`config.mk`:
```
export PLATFORM = sky130hd
export DESIGN_NAME = dds_sweep_ctrl
export DESIGN_NICKNAME = d
export VERILOG_FILES = /design/src/rtl/dds_sweep_ctrl.sv
export SDC_FILE = /design/constraint.sdc
export NUM_CORES = 1
export LEC_CHECK = 0
export ABC_AREA = 1
export CORE_ASPECT_RATIO = 0.9
export CORE_MARGIN = 3
export CORE_UTILIZATION = 45
export CTS_CLUSTER_SIZE = 40
export DETAILED_ROUTE_END_ITERATION = 8
export DONT_BUFFER_PORTS = 1
export PLACE_DENSITY = 0.57
export SYNTH_ARGS = -nofsm -noshare
export SYNTH_HDL_FRONTEND = slang
export SYNTH_SLANG_ARGS = --single-unit
```
`constraint.sdc`:
```
create_clock -name clk -period 4.8 [get_ports clk]
set_clock_uncertainty 0.05 [all_clocks]
set_input_delay 0.96 -clock clk [delete_from_list [all_inputs] [get_ports clk]]
set_output_delay 0.96 -clock clk [all_outputs]
set_load 0.005 [all_outputs]
```
`src/rtl/dds_sweep_ctrl.sv`:
```
// Sweep/chirp controller feeding the DDS signed phase-increment offset.
// Steps from a latched start offset toward a stop offset with per-value dwell; one-shot, sawtooth or triangle.
module dds_sweep_ctrl #(
  parameter int PHASE_W = 10,
  parameter int DWELL_W = 16
) (
  input  logic                      clk,
  input  logic                      rst,
  input  logic                      start,
  input  logic                      stop,
  input  logic [1:0]                mode,
  input  logic signed [PHASE_W-1:0] delta_start,
  input  logic signed [PHASE_W-1:0] delta_stop,
  input  logic [PHASE_W-2:0]        step,
  input  logic [DWELL_W-1:0]        dwell,
  output logic signed [PHASE_W-1:0] phase_inc_delta,
  output logic                      busy,
  output logic                      sweep_done,
  output logic                      sweep_wrap
);

  typedef enum logic {IDLE, RUN} state_t;

  state_t                      state_q;
  logic signed [PHASE_W-1:0]   out_q;
  logic                        busy_q;
  logic                        done_q;
  logic                        wrap_q;
  logic [DWELL_W-1:0]          cnt_q;
  logic                        dir_q;

  logic [1:0]                  mode_q;
  logic signed [PHASE_W-1:0]   lat_start_q;
  logic signed [PHASE_W-1:0]   lat_stop_q;
  logic [PHASE_W-2:0]          step_q;
  logic [DWELL_W-1:0]          dwell_q;

  logic                        launch;
  logic                        init_dn;
  logic                        toward_stop;
  logic signed [PHASE_W-1:0]   ep;
  logic signed [PHASE_W-1:0]   ep_rev;
  logic signed [PHASE_W-1:0]   nxt_d;
  logic signed [PHASE_W-1:0]   rev_d;

  // One step from cur toward ep, computed one bit wider, clamped so it never passes ep.
  function automatic logic signed [PHASE_W-1:0] step_toward(
    input logic signed [PHASE_W-1:0] cur,
    input logic signed [PHASE_W-1:0] tgt,
    input logic                      down,
    input logic [PHASE_W-2:0]        stp
  );
    logic signed [PHASE_W:0] c;
    logic signed [PHASE_W:0] e;
    logic signed [PHASE_W:0] s;
    logic signed [PHASE_W:0] n;
    c = {cur[PHASE_W-1], cur};
    e = {tgt[PHASE_W-1], tgt};
    s = {2'b00, stp};
    n = down ? (c - s) : (c + s);
    if (down ? (n < e) : (n > e)) n = e;
    return n[PHASE_W-1:0];
  endfunction

  assign launch      = (state_q == IDLE) && start && !stop;
  assign init_dn     = lat_stop_q < lat_start_q;
  assign toward_stop = (dir_q == init_dn);
  assign ep          = toward_stop ? lat_stop_q : lat_start_q;
  assign ep_rev      = toward_stop ? lat_start_q : lat_stop_q;
  assign nxt_d       = step_toward(out_q, ep, dir_q, step_q);
  assign rev_d       = step_toward(out_q, ep_rev, ~dir_q, step_q);

  // Sweep configuration is sampled only at launch; it is don't-care while idle.
  always_ff @(posedge clk) begin
    if (launch) begin
      mode_q      <= mode;
      lat_start_q <= delta_start;
      lat_stop_q  <= delta_stop;
      step_q      <= (step == '0) ? {{(PHASE_W-2){1'b0}}, 1'b1} : step;
      dwell_q     <= dwell;
    end
  end

  always_ff @(posedge clk or posedge rst) begin
    if (rst) begin
      state_q <= IDLE;
      out_q   <= '0;
      busy_q  <= 1'b0;
      done_q  <= 1'b0;
      wrap_q  <= 1'b0;
      cnt_q   <= '0;
      dir_q   <= 1'b0;
    end else begin
      done_q <= 1'b0;
      wrap_q <= 1'b0;
      case (state_q)
        IDLE: begin
          if (launch) begin
            out_q   <= delta_start;
            cnt_q   <= dwell;
            dir_q   <= (delta_stop < delta_start);
            busy_q  <= 1'b1;
            state_q <= RUN;
          end
        end
        RUN: begin
          if (stop) begin
            busy_q  <= 1'b0;
            state_q <= IDLE;
          end else if (cnt_q != '0) begin
            cnt_q <= cnt_q - {{(DWELL_W-1){1'b0}}, 1'b1};
          end else if (out_q != ep) begin
            out_q <= nxt_d;
            cnt_q <= dwell_q;
          end else begin
            case (mode_q)
              2'd1: begin
                out_q  <= lat_start_q;
                cnt_q  <= dwell_q;
                wrap_q <= 1'b1;
              end
              2'd2: begin
                dir_q  <= ~dir_q;
                out_q  <= rev_d;
                cnt_q  <= dwell_q;
                wrap_q <= 1'b1;
              end
              default: begin
                busy_q  <= 1'b0;
                done_q  <= 1'b1;
                state_q <= IDLE;
              end
            endcase
          end
        end
        default: state_q <= IDLE;
      endcase
    end
  end

  assign phase_inc_delta = out_q;
  assign busy            = busy_q;
  assign sweep_done      = done_q;
  assign sweep_wrap      = wrap_q;

endmodule
```
=== Word level (Yosys, flattened, before mapping) ===
Index checks and enable logic that the tools add are counted.

* Add/subtract/negate cells: 3
* Order comparisons: 6
* Equal/unequal tests: 14
* Muxes and demuxes: 47
* Bitwise operators: 2
* Reduce and logical (&&, ||, !) cells: 10

{| class="wikitable"
|+ Operators by type and width
! cell !! number
|-
| $mux 10 || 8
|-
| $mux 16 || 5
|-
| $pmux 10 s2 || 2
|-
| $pmux 16 s2 || 1
|-
| $mux 1 || 26
|-
| $gt 11x10->1 || 2
|-
| $lt 11x10->1 || 2
|-
| $mux 11 || 2
|-
| $lt 10x10->1 || 2
|-
| $reduce_bool 16->1 || 1
|-
| $sub 16x1->16 const B || 1
|-
| $add 10x10->11 || 1
|-
| $sub 10x10->11 || 1
|-
| $ne 10x10->1 || 1
|-
| $logic_not 9->1 || 1
|-
| $ne 3x3->1 const B || 3
|-
| $ne 2x2->1 const B || 4
|-
| $reduce_and 4->1 || 2
|-
| $pmux 1 s2 || 3
|-
| $reduce_and 5->1 || 1
|-
| $ne 4x1->1 const B || 1
|-
| $ne 4x2->1 const B || 1
|-
| $reduce_and 3->1 || 1
|-
| $eq 2x1->1 const B || 1
|-
| other kinds (7) || 9
|}

* Register bits: 78
* Output and inout port bits: 13

=== Depth between registers and ports, before layout ===
* Word-level depth: 11
* Depth in mapped cells: 34

=== Worst setup path after synthesis ===
Ideal clock, no wire load.

* Path kind: input port to flip-flop
* Start: input stop
* End: register cnt_q[0]
* Library setup time: 0.118 ns
* Data arrival time: 3.947 ns
* Required time: 4.632 ns
* Path slack: 0.685 ns
* Cell stages on the path: 9
* Path buffers: 1
* Cell sequence: inv_1 -> nand2_1 -> nor2_1 -> inv_1 -> nand2_1 -> clkinv_1 -> clkbuf_1 -> nand3_1 -> nand2_1

* Cells in the longest elaborated chain, start to end: 4

{| class="wikitable"
|+ RTL lines
! what !! line !! text
|-
| start, declared || 10 || <nowiki>input logic stop,</nowiki>
|-
| $logic_not 1->1 || 65 || <nowiki>assign launch = (state_q == IDLE) && start && !stop;</nowiki>
|-
| $logic_and 1x1->1 || 65 ||
|-
| via launch || 38 || <nowiki>logic launch;</nowiki>
|-
| $ne 2x2->1 (no source line) || - ||
|-
| $reduce_and 3->1 (no source line) || - ||
|-
| end signal, assigned || 100 || <nowiki>cnt_q <= dwell;</nowiki>
|-
| end signal, assigned || 111 || <nowiki>cnt_q <= cnt_q - {{(DWELL_W-1){1'b0}}, 1'b1};</nowiki>
|-
| end signal, assigned || 114 || <nowiki>cnt_q <= dwell_q;</nowiki>
|-
| end, declared || 29 || <nowiki>logic [DWELL_W-1:0] cnt_q;</nowiki>
|}

The timed path passes the listed nets, and every way through them passes these cells.
A chain may end at the register's enable or synchronous reset.

=== Worst setup path after layout ===
* Start: register lat_stop_q[9]
* End: register out_q[5], in the netlist phase_inc_delta[5]

* Cells in the longest elaborated chain, start to end: 11

{| class="wikitable"
|+ RTL lines
! what !! line !! text
|-
| start, declared || 34 || <nowiki>logic signed [PHASE_W-1:0] lat_stop_q;</nowiki>
|-
| start signal, assigned || 78 || <nowiki>lat_stop_q <= delta_stop;</nowiki>
|-
| $lt 10x10->1 || 66 || <nowiki>assign init_dn = lat_stop_q < lat_start_q;</nowiki>
|-
| $eq 1x1->1 || 67 || <nowiki>assign toward_stop = (dir_q == init_dn);</nowiki>
|-
| $mux 10 || 69 || <nowiki>assign ep_rev = toward_stop ? lat_start_q : lat_stop_q;</nowiki>
|-
| $lt 11x10->1 / $gt 11x10->1 (equally long branches) || 61 || <nowiki>if (down ? (n < e) : (n > e)) n = e;</nowiki>
|-
| $mux 1 || 61 ||
|-
| $mux 10 || 61 ||
|-
| $pmux 10 s2 || 116 || <nowiki>case (mode_q)</nowiki>
|-
| $mux 10 || 112 || <nowiki>end else if (out_q != ep) begin</nowiki>
|-
| $mux 10 || 110 || <nowiki>end else if (cnt_q != '0) begin</nowiki>
|-
| $mux 10 || 107 || <nowiki>if (stop) begin</nowiki>
|-
| $pmux 10 s2 || 96 || <nowiki>case (state_q)</nowiki>
|-
| end signal, assigned || 99 || <nowiki>out_q <= delta_start;</nowiki>
|-
| end signal, assigned || 113 || <nowiki>out_q <= nxt_d;</nowiki>
|-
| end signal, assigned || 118 || <nowiki>out_q <= lat_start_q;</nowiki>
|-
| end, declared || 25 || <nowiki>logic signed [PHASE_W-1:0] out_q;</nowiki>
|}

Several ways; a longest one is shown, not always the timed one. The select of a mux whose other input is x is not followed.

==> impl_metrics.tcl <==
set metrics [dict create \
    outcome "finished clean" \
    wl_met1_um 9676 \
    synth_area_leaders "edfxtp_1 21%, nand2_1 14%, dfrtp_1 11%, ha_1 11%, nand3_1 9.3%" \
    hold_viol 0 \
    routed.top_layer "met4" \
    hold_class "register to register" \
    synth_flop_cell "edfxtp_1" \
    clk_pin_slew_ps 70 \
    finalHoldWorstSlack_ps 459.3 \
    die_y_um 122.8 \
    pin_count 64 \
    yosysUniqueCellTypes 40 \
    path_max_fanout 36 \
    grt_max_degree 48 \
    ys_async_sr_fraction_pct 39.74 \
    maxSlewHeadroom_pct 53.00 \
    worst_pin_slew_ps 704.2 \
    synth_area_um2 6817 \
    portBuffers 0 \
    antenna_cells 0 \
    dr_wl_met3_um 1508 \
    cp_common_cell "nand2_1" \
    antenna_found_initial 0 \
    wire_per_inst_um 17.24 \
    clock_sinks 78 \
    syn_inst 999 \
    reg2reg_from "lat_stop_q[9]" \
    crit_slowest_cell "edfxtp_1" \
    rsz0062_at_grt "no" \
    setup_viol 0 \
    root_buffer "clkbuf_16" \
    drt_iter0_drc 539 \
    crit_arrival_ps 4570 \
    min_period_over_period_pct 90.60 \
    die_w_um 135.7 \
    drtAntennaViolNets 0 \
    grt_pass1_vias 5789 \
    yosys_warnings 0 \
    cpPeakStageDelay_ps 480 \
    hpwl_um 16000 \
    path_buf_inv 4 \
    fill_cells 1553 \
    required_ps 5020 \
    drv_cap 0 \
    place_congestion 0.9647 \
    insertion_delay_ps 350 \
    critPathKind "register to register" \
    dr.pass1.iters 5 \
    routed_via_density 5.320 \
    initial_core_util_pct 46.16 \
    grt_usage_pct 24.96 \
    power_mw 5.036 \
    cp-end-kind "register" \
    crit_start "lat_stop_q[9]" \
    core_area_um2 14770 \
    hold_start "busy" \
    slew_viol_final 0 \
    area_growth_syn_to_layout_pct 7.361 \
    drive_above_1_share_pct 5.056 \
    yosysMostFrequentCell "nand2_1" \
    dieArea_um2 16660 \
    synth_edf_count 47 \
    fmax_ghz 0.2300 \
    leakage_nw 3.713 \
    ys_seq_area_share_pct 32.09 \
    cts_tree "yes" \
    wl_met2_um 8870 \
    grt_pass1_wl_um 31750 \
    start_kind "register" \
    yosys.area.top_type_share_pct 20.70 \
    vdd_drop_max_v 0.0003134 \
    grt.overflow.total 0 \
    fin_crit_ps 4349 \
    cts_hold_buffers 0 \
    crit_family "simple AND/OR/NAND/NOR gates" \
    drc_errors 0 \
    wl_um 20460 \
    ys_seq_elements 78 \
    nets 1098 \
    avgSynthCellArea_um2 6.823 \
    htreeDepth 3 \
    p_per_area_nw_per_um2 688.2 \
    cts_max_path_buffers 2 \
    cts_made_buffers 9 \
    dr_total_vias 6315 \
    tns_ps 0 \
    synth_nets 1113 \
    synth_common_cells "257 x nand2_1, 136 x inv_1, 126 x nand3_1, 100 x nor2_1, 62 x a21oi_1" \
    rows 42 \
    yosysTopAreaCell "edfxtp_1" \
]
## worst register-to-register path, cell delays in order (launching register included)
cell        delay (ps)
edfxtp_1           480
ha_1               380
a21o_1             200
nor2_1             190
nand3_1            120
nand2_2            280
nand2_4            290
o21ai_1            290
inv_1               70
ha_1               290
nand2_1             50
inv_1               60
nand3_1             60
nor2_1             130
nand2_1             90
nand3_1             70
nand2_1             60
nand2_1             60
nand2_1             60
nand2_2            140
clkinvlp_4         210
nand2_1            100
nand3_1             70
nand2_1             80
inv_1               40
nand3_1             70
nand3_1             80
a21oi_1            200
## layout by cell type (no fill, tap or decap), types with 6 or more instances in the layout
cell type,Yosys,final
dfrtp_1,31,31
nand2_1,257,255
a21oi_1,62,62
nand4_1,11,11
buf_4,1,18
inv_1,136,136
nor2_1,100,99
clkbuf_16,0,9
ha_1,61,61
o21ai_0,53,50
xnor2_1,6,6
nand3_1,126,126
nor3_1,10,10
xor2_1,11,11
edfxtp_1,47,47
## power breakdown
part	internal [mW]	switching (mW)	leakage (nW)
clock network	0.367	0.304	0.135
registers	0.849	0.164	0.809
logic	1.17	2.18	2.77
## worst paths after layout
kind                                      endpoint  slack [ps]  depth (start not counted)
worst max register to register  phase_inc_delta[5]         450                         27
worst min-delay path                          busy         460                          2
max in group asynchronous       phase_inc_delta[6]        3810                          2
worst max-delay path            phase_inc_delta[5]         450                         27
worst min register to register                busy         460                          2
min in group asynchronous                cnt_q[10]         560                          2
## metal layers
metal,GRT usage [%],up-vias
li1,-,3241
met1,35.30,2866
met2,38.06,179
met3,6.844,29
met4,6.045,0
met5,0,-
## flip-flops by register name, indices dropped and copies added, names as in the netlist
name and cells:
busy 1, cnt_q 16, dir_q 1, dwell_q 16
lat_start_q 10, lat_stop_q 10, mode_q 2, phase_inc_delta 10
state_q 1, step_q 9, sweep_done 1, sweep_wrap 1
## layout make-up
type                       instances  area [um2]  share of cell area [%]
multi-input combinational        738        3938                   53.80
clock buffer                      10       239.0                   3.266
tap                              198       247.7                   3.385
inverter                         139       525.5                   7.181
timing repair buffer              18       135.1                   1.846
sequential                        78        2187                   29.89
clock inverter                     6       46.29                  0.6326
## metrics by stage
stage | std cells | instance area (um2) | setup slack [ps] | util [%]
after floorplan | 999 | 6817 | 684.9 | -
after global placement | 1168 | 6998 | 291.1 | 47.39
after detailed placement | 1168 | 6998 | 244.3 | 47.39
after CTS | 1184 | 7283 | 175.5 | 49.32
after global routing | 1187 | 7318 | 72.56 | 49.56
final | 1187 | 7318 | 451.3 | 49.56
## repair_timing
action                     CTS  global route
setup endpoints to repair    0            10
resized for setup            0             7
setup buffers                0             3
## kinds of logic after synthesis
logic type	after synthesis	synth area share (%)
XOR/XNOR	17	2.184
AND/OR/NAND/NOR	518	32.27
adder cells (fa/ha/maj)	63	11.78
buffers and inverters	183	10.39
flip-flops	78	32.09
AO/OA/AOI/OAI	140	11.29
Note: power is estimated with default switching activity, not from simulation.
